$ cat src/rtl/bus_arbiter4_32bit.sv
// Round-robin arbiter for four 32-bit sources sharing one bus.
// It registers the select, the one-hot grant and the captured data, and caps ownership at MAX_HOLD beats.
module bus_arbiter4_32bit #(
   parameter int MAX_HOLD = 16
) (
   input  logic        clk,
   input  logic        rst,
   input  logic [3:0]  req,
   input  logic [3:0]  last,
   input  logic [31:0] a,
   input  logic [31:0] b,
   input  logic [31:0] c,
   input  logic [31:0] d,
   output logic [1:0]  sel,
   output logic [3:0]  gnt,
   output logic [31:0] out,
   output logic        out_valid,
   output logic        busy
);

   localparam int CW = $clog2(MAX_HOLD) + 1;

   typedef enum logic {IDLE, OWN} state_t;

   state_t         state, state_next;
   logic [1:0]     ptr, ptr_next, sel_next, winner, idx;
   logic [3:0]     gnt_next;
   logic [31:0]    out_next, owner_data;
   logic           out_valid_next, busy_next, found;
   logic [CW-1:0]  hold_cnt, hold_next;

   // Search from ptr upward with wrap, so the most recent owner has lowest priority.
   always_comb begin
      winner = ptr;
      found  = 1'b0;
      idx    = ptr;
      for (int k = 0; k < 4; k++) begin
         idx = ptr + 2'(k);
         if (!found && req[idx]) begin
            winner = idx;
            found  = 1'b1;
         end
      end
   end

   always_comb begin
      case (sel)
         2'd0:    owner_data = a;
         2'd1:    owner_data = b;
         2'd2:    owner_data = c;
         default: owner_data = d;
      endcase
   end

   always_comb begin
      state_next     = state;
      ptr_next       = ptr;
      sel_next       = sel;
      gnt_next       = gnt;
      out_next       = out;
      out_valid_next = 1'b0;
      busy_next      = busy;
      hold_next      = hold_cnt;
      case (state)
         IDLE: begin
            if (found) begin
               state_next = OWN;
               gnt_next   = 4'b0001 << winner;
               sel_next   = winner;
               hold_next  = '0;
               busy_next  = 1'b1;
            end
         end
         OWN: begin
            if (req[sel]) begin
               out_next       = owner_data;
               out_valid_next = 1'b1;
               hold_next      = hold_cnt + CW'(1);
            end
            // Release on a dropped request, a final beat or the hold limit; sel is kept.
            if (!req[sel] || last[sel] || (hold_cnt == CW'(MAX_HOLD - 1))) begin
               state_next = IDLE;
               gnt_next   = 4'b0000;
               busy_next  = 1'b0;
               ptr_next   = sel + 2'd1;
               hold_next  = '0;
            end
         end
      endcase
   end

   always_ff @(posedge clk or negedge rst) begin
      if (!rst) begin
         state     <= IDLE;
         ptr       <= 2'd0;
         sel       <= 2'd0;
         gnt       <= 4'b0000;
         out       <= 32'd0;
         out_valid <= 1'b0;
         busy      <= 1'b0;
         hold_cnt  <= '0;
      end else begin
         state     <= state_next;
         ptr       <= ptr_next;
         sel       <= sel_next;
         gnt       <= gnt_next;
         out       <= out_next;
         out_valid <= out_valid_next;
         busy      <= busy_next;
         hold_cnt  <= hold_next;
      end
   end

endmodule

$ cat config.mk
export PLATFORM = sky130hd
export DESIGN_NAME = bus_arbiter4_32bit
export DESIGN_NICKNAME = d
export VERILOG_FILES = /design/src/rtl/bus_arbiter4_32bit.sv
export SDC_FILE = /design/constraint.sdc
export NUM_CORES = 1
export LEC_CHECK = 0
export BUFFER_PORTS_ARGS = -buffer_cell sky130_fd_sc_hd__buf_2
export CAP_MARGIN = 40
export CORE_UTILIZATION = 39
export CTS_BUF_LIST = sky130_fd_sc_hd__clkbuf_8
export CTS_CLUSTER_SIZE = 14
export DETAILED_ROUTE_END_ITERATION = 6
export PLACE_DENSITY = 0.78
export SLEW_MARGIN = 5
export SYNTH_ARGS = -nofsm -noshare
export SYNTH_HDL_FRONTEND = slang
export SYNTH_SLANG_ARGS = --single-unit
$ cat constraint.sdc
create_clock -name clk -period 1.55 [get_ports clk]
set_input_delay 0.2325 -clock clk [delete_from_list [all_inputs] [get_ports clk]]
set_output_delay 0.2325 -clock clk [all_outputs]
set_load 0.005 [all_outputs]
# Word level (Yosys, flattened, before mapping)
# Cells that the tools add are included.
[word_totals]
input_bits = 138
reg_bits = 48
[classes]
reduce_logical = 15
order_cmp = 5
shifts = 1
eq_ne = 6
n_bitwise = 1
add_sub_neg = 5
muxes = 35
[ops]
columns = ["cell", "count"]
rows = [
  ["$pmux W32 S3", 1],
  ["$mux W1", 16],
  ["$lt A2 B3 Y1 const B", 5],
  ["$mux W5", 3],
  ["$bmux W1 S2", 6],
  ["$pmux W5 S2", 1],
  ["$reduce_and A2 Y1", 5],
  ["$mux W4", 2],
  ["$pmux W4 S2", 1],
  ["$mux W2", 3],
  ["$add A5 B1 Y5 const B", 1],
  ["$eq A5 B4 Y1 const B", 1],
  ["$add A2 B1 Y2 const B", 2],
  ["$add A2 B2 Y2 const B", 2],
  ["$logic_not A1 Y1", 4],
  ["$pmux W1 S2", 2],
  ["$shl A1 B2 Y4 const A", 1],
  ["$logic_and A1 B1 Y1", 3],
  ["$ne A3 B1 Y1 const B", 1],
  ["$eq A2 B1 Y1 const B", 1],
  ["$eq A2 B2 Y1 const B", 1],
  ["$logic_not A2 Y1", 1],
  ["$logic_or A1 B1 Y1", 2],
  ["$ne A2 B1 Y1 const B", 1],
  ["other kinds (2)", 2],
]

# Logic depth before layout (Yosys ltp)
[logic_depth]
ltp_word = 15
mapped_depth = 7

# Worst setup path before layout
# OpenSTA, ideal clock, no wires.
[synth_timing]
path_type = "reg-to-reg"
from = "register sel[0]"
to = "register ptr[1]"
setup_time_ns = 0.125
stages_incl_launch_ff = 4
slack_ns = -0.190
path_buffers = 0
t_required_ns = 1.425
synth_period_minus_slack_ns = 1.740
t_arrival_ns = 1.614
path_cell_list = "dfrtp_1 > mux4_2 > a21boi_4 > mux2_4"
[synth_via]
elab_chain_cells = 6
elab_cells_between_ends = 9
classes_between = "1 x add/sub; 4 x mux; 4 x reduce/logical"
[synth_lines]
columns = ["element", "line", "rtl"]
rows = [
  ["start, declared", "14", "output logic [1:0] sel,"],
  ["start signal, assigned", "105", "sel <= sel_next;"],
  ["$bmux W1 S2", "81", "if (!req[sel] || last[sel] || (hold_cnt == CW'(MAX_HOLD - 1))) begin"],
  ["$mux W1 (not written as such)", "81", ""],
  ["$logic_not A1 Y1", "81", ""],
  ["$logic_or A1 B1 Y1 (2 in series)", "81", ""],
  ["$reduce_and A2 Y1 (no line)", "--", ""],
  ["end signal, assigned", "104", "ptr <= ptr_next;"],
  ["end, declared", "26", "logic [1:0] ptr, ptr_next, sel_next, winner, idx;"],
]
# Several ways; a longest one is shown, not always the timed one. The select of a mux whose other input is x is not followed.
# A chain may end at the register's enable or synchronous reset.

# Worst setup path in the final report
# Same ends and word-level chain as after synthesis.

==> metrics <==
flops & latches, synth 48; compound-gate portion of the synthesized area 30.3%; Clock Power Share 9.2%; Inserted Diodes 0; outcome complete, but fails checks; failing checks setup timing; cell taking the most area after synthesis dfrtp_1; Combinational Power Share 65.4%; die height 85.3 um; Final min period 1.75 ns; pwr dens 1960 nW/um^2; HPWL Detailed 6400 um; critical path fanouts, max 5; largest net degree at the start of global routing 49; Slew Limit Fails 0; die footprint 7280 sq um; clock sink count 48; Critical Path AT 1.95 ns; Mapped Nets 443; register share of total power 25.4%; grt peak-use layer met2; crit path buf inv count 1; CTS clock-pin slew for the worst setup and hold paths 0.09 ns; fin util 63.7%; Seq/Total Area, Yosys 44.4%; Worst EP required 1.74 ns; Final period util 113%; Syn Area/Cell 9.06 sq um; vias per cell 5.55; grt ovf 0; Slew headroom 69.3%; Crit path max-delay family multiplexers; Synth top area share 44.4%; final setup vio count 46; GR Util met3 4.09%; DP Worst Slack -0.191 ns; max incr delay on CP 0.53 ns; top post-synthesis cells by area dfrtp_1, a222oi_1, a21oi_1, nand2_1, o21ai_0; clk_lat worst skew 0.30 ns; H-tree depth 2; Post-Synth XOR/XNOR Area 0.323%; most frequent cells in the layout buf_2, dfrtp_1, nand2_1; post-synthesis mux area share 2.96%; Max Cap Viol 0; critical path's slowest cell mux4_2; largest family of logic cells by synthesized area compound AO/OA/AOI/OAI gates; Fillers 580; Core ar. 6760 sq um; met2 Usage GRT 45.1%; Max VDD drop 1.05 mV; Worst Hold Class primary input to flop; initial antenna violation count 0; Internal Power 4.93 mW; I/O Buffers 177; Detailed Route Iter0 Violations 181; chip width 85.3 um; Vias 3221; synthesized area 2710 sq um; number of global-route vias before repair 3012; Worst Tran Pin Value 0.461 ns; Psw 3.48 mW; capturing point of the worst reg2reg path ptr[1]$_DFFE_PN0P_; worst reg2reg path depth 5; startpoint types flop; Core Rows 30; Crit. End Element flop; cts bufs inserted 5; total track usage 24.6%; router iterations before antenna repair 5; CTS tree yes; crit path cell chain buf_4, mux4_2, nor2_4, a21boi_4, mux2_4; Syn Inst Count 299; worst setup path class flop to flop; NumNets Final 643; per-cell routed wire length 15.9 um; Peak Freq 571 MHz; met1 Use GR 30.0%; Adder-Cell Fraction of Synth Area 2.77%; starting utilization of the core area 40.1%; Post-route DRC 0; r2r setup slk -0.20 ns; Sw Ratio 41.4%; hold path endpoint out[16]$_DFFE_PN0P_; Final Hold Fails 0; Yosys Warn Count 0; root buf cell clkbuf_8; Ports 178; Final GP Congestion 0.814; Max Buffers Root-to-Sink 2; Setup Skew 0.00939 ns; Synth Area in Simple Gates 12.8%; final std cell area, no fill 4300 sq um; Distinct cells, synth 35; Area growth syn-to-layout 58.9%; worst r2r src sel[0]$_DFFE_PN0P_; Post-Route WL 9240 um; min-delay src d[16]; hold path depth 3; setup ws final -0.202 ns; leading cell type in the layout, fill and taps excluded buf_2; RSZ-0062 raised after global routing yes; global-route wire length before repair 14200 um; number of antenna-violating nets in the routed design 0; placed instance area 3860 sq um; fraction of layout cells with a size suffix above 1 53.2%; leak pwr 2.21 nW
## power by group through the flow
stage	Sequential, mW	Clock [mW]	Combinational (mW)
2_1_floorplan	2.16	0	2.67
3_3_place_gp	2.11	0	4.21
3_5_place_dp	2.12	0	4.36
4_1_cts	2.12	0.811	5.19
5_1_grt	2.20	0.861	6.07
6_report	2.14	0.776	5.50
## cells by family after synthesis
family	Yosys count
AO/OA/AOI/OAI	120
XOR/XNOR	1
adder cells (fa/ha/maj)	6
buffers and inverters	34
flip-flops	48
multiplexers	5
AND/OR/NAND/NOR	85
## worst max path at each step
stage / to / slack, ns / depth (start not counted) / from
6_report: ptr[1]$_DFFE_PN0P_ / -0.20 / 5 / sel[0]$_DFFE_PN0P_
5_1_grt: out[23]$_DFFE_PN0P_ / -0.25 / 7 / sel[0]$_DFFE_PN0P_
4_1_cts: out[5]$_DFFE_PN0P_ / -0.14 / 7 / sel[0]$_DFFE_PN0P_
3_5_place_dp: out[5]$_DFFE_PN0P_ / -0.19 / 7 / sel[0]$_DFFE_PN0P_
3_3_place_gp: out[5]$_DFFE_PN0P_ / -0.19 / 7 / sel[0]$_DFFE_PN0P_
2_1_floorplan: ptr[1]$_DFFE_PN0P_ / -0.12 / 3 / sel[0]$_DFFE_PN0P_
## through the flow
stage	cells	power, mW	hold slack, ns	setup TNS [ns]
after floorplan	299	4.82	-0.0631	-0.232
after global placement	560	6.32	0.238	-3.04
after detailed placement	560	6.48	0.241	-4.88
after CTS	579	8.12	0.206	-4.08
after global routing	580	9.12	0.198	-8.57
final	580	8.42	0.203	-5.59
## tightest hold or removal path: stages
cell,delay (ns)
buf_2,0.09
a21oi_2,0.05
o21ai_2,0.10
## final cells by class
type,instances,area (sq um),share of cell area (%)
multi-input combinational,217,1460,33.9
clock inverter,2,10.0,0.233
clock buffer,6,82.6,1.92
inverter,9,46.3,1.08
sequential,48,1200,28.0
tap,80,100,2.33
timing repair buffer,218,1400,32.6
## layer usage
| layer | part of all wire, % | routed length [um] |
|---|---|---|
| met1 | 40 | 3690 |
| met2 | 52 | 4800 |
| met3 | 6.6 | 612 |
| met4 | 1.5 | 138 |
| met5 | 0 | 0 |
## registers in the layout, summed over array words and instances, names as in the netlist
| signal | count |
|---|---|
| busy | 1 |
| gnt | 4 |
| hold_cnt | 5 |
| out | 32 |
| out_valid | 1 |
| ptr | 2 |
| sel | 2 |
| state | 1 |
## synthesized netlist by cell type
cell,instances
dfrtp_1,48
nand2_1,42
a21oi_1,35
nor2_1,33
a222oi_1,32
o21ai_0,30
clkbuf_1,17
o21ai_1,9
inv_1,8
buf_6,6
ha_1,6
o32ai_1,4
buf_1,2
mux2i_1,2
mux4_2,2
nand3_1,2
o22a_1,2
o22ai_1,2
a21bo_2,1
a21boi_4,1
a221o_1,1
a221oi_1,1
a31oi_1,1
a32o_1,1
and3_1,1
inv_4,1
mux2_4,1
nand2_2,1
nand2b_1,1
nor2_4,1
nor2b_1,1
nor3b_1,1
nor4_1,1
or2_2,1
xor2_1,1
## what timing repair did
action,in CTS,in global routing
hold endpoints to repair,48,0
hold buffers,1,0
resized for setup,33,41
endpoints found under the setup margin,44,46
pin swaps,13,9
cloned,3,2
buffers inserted,7,2
No activity file was read; power rests on OpenSTA's default activity.
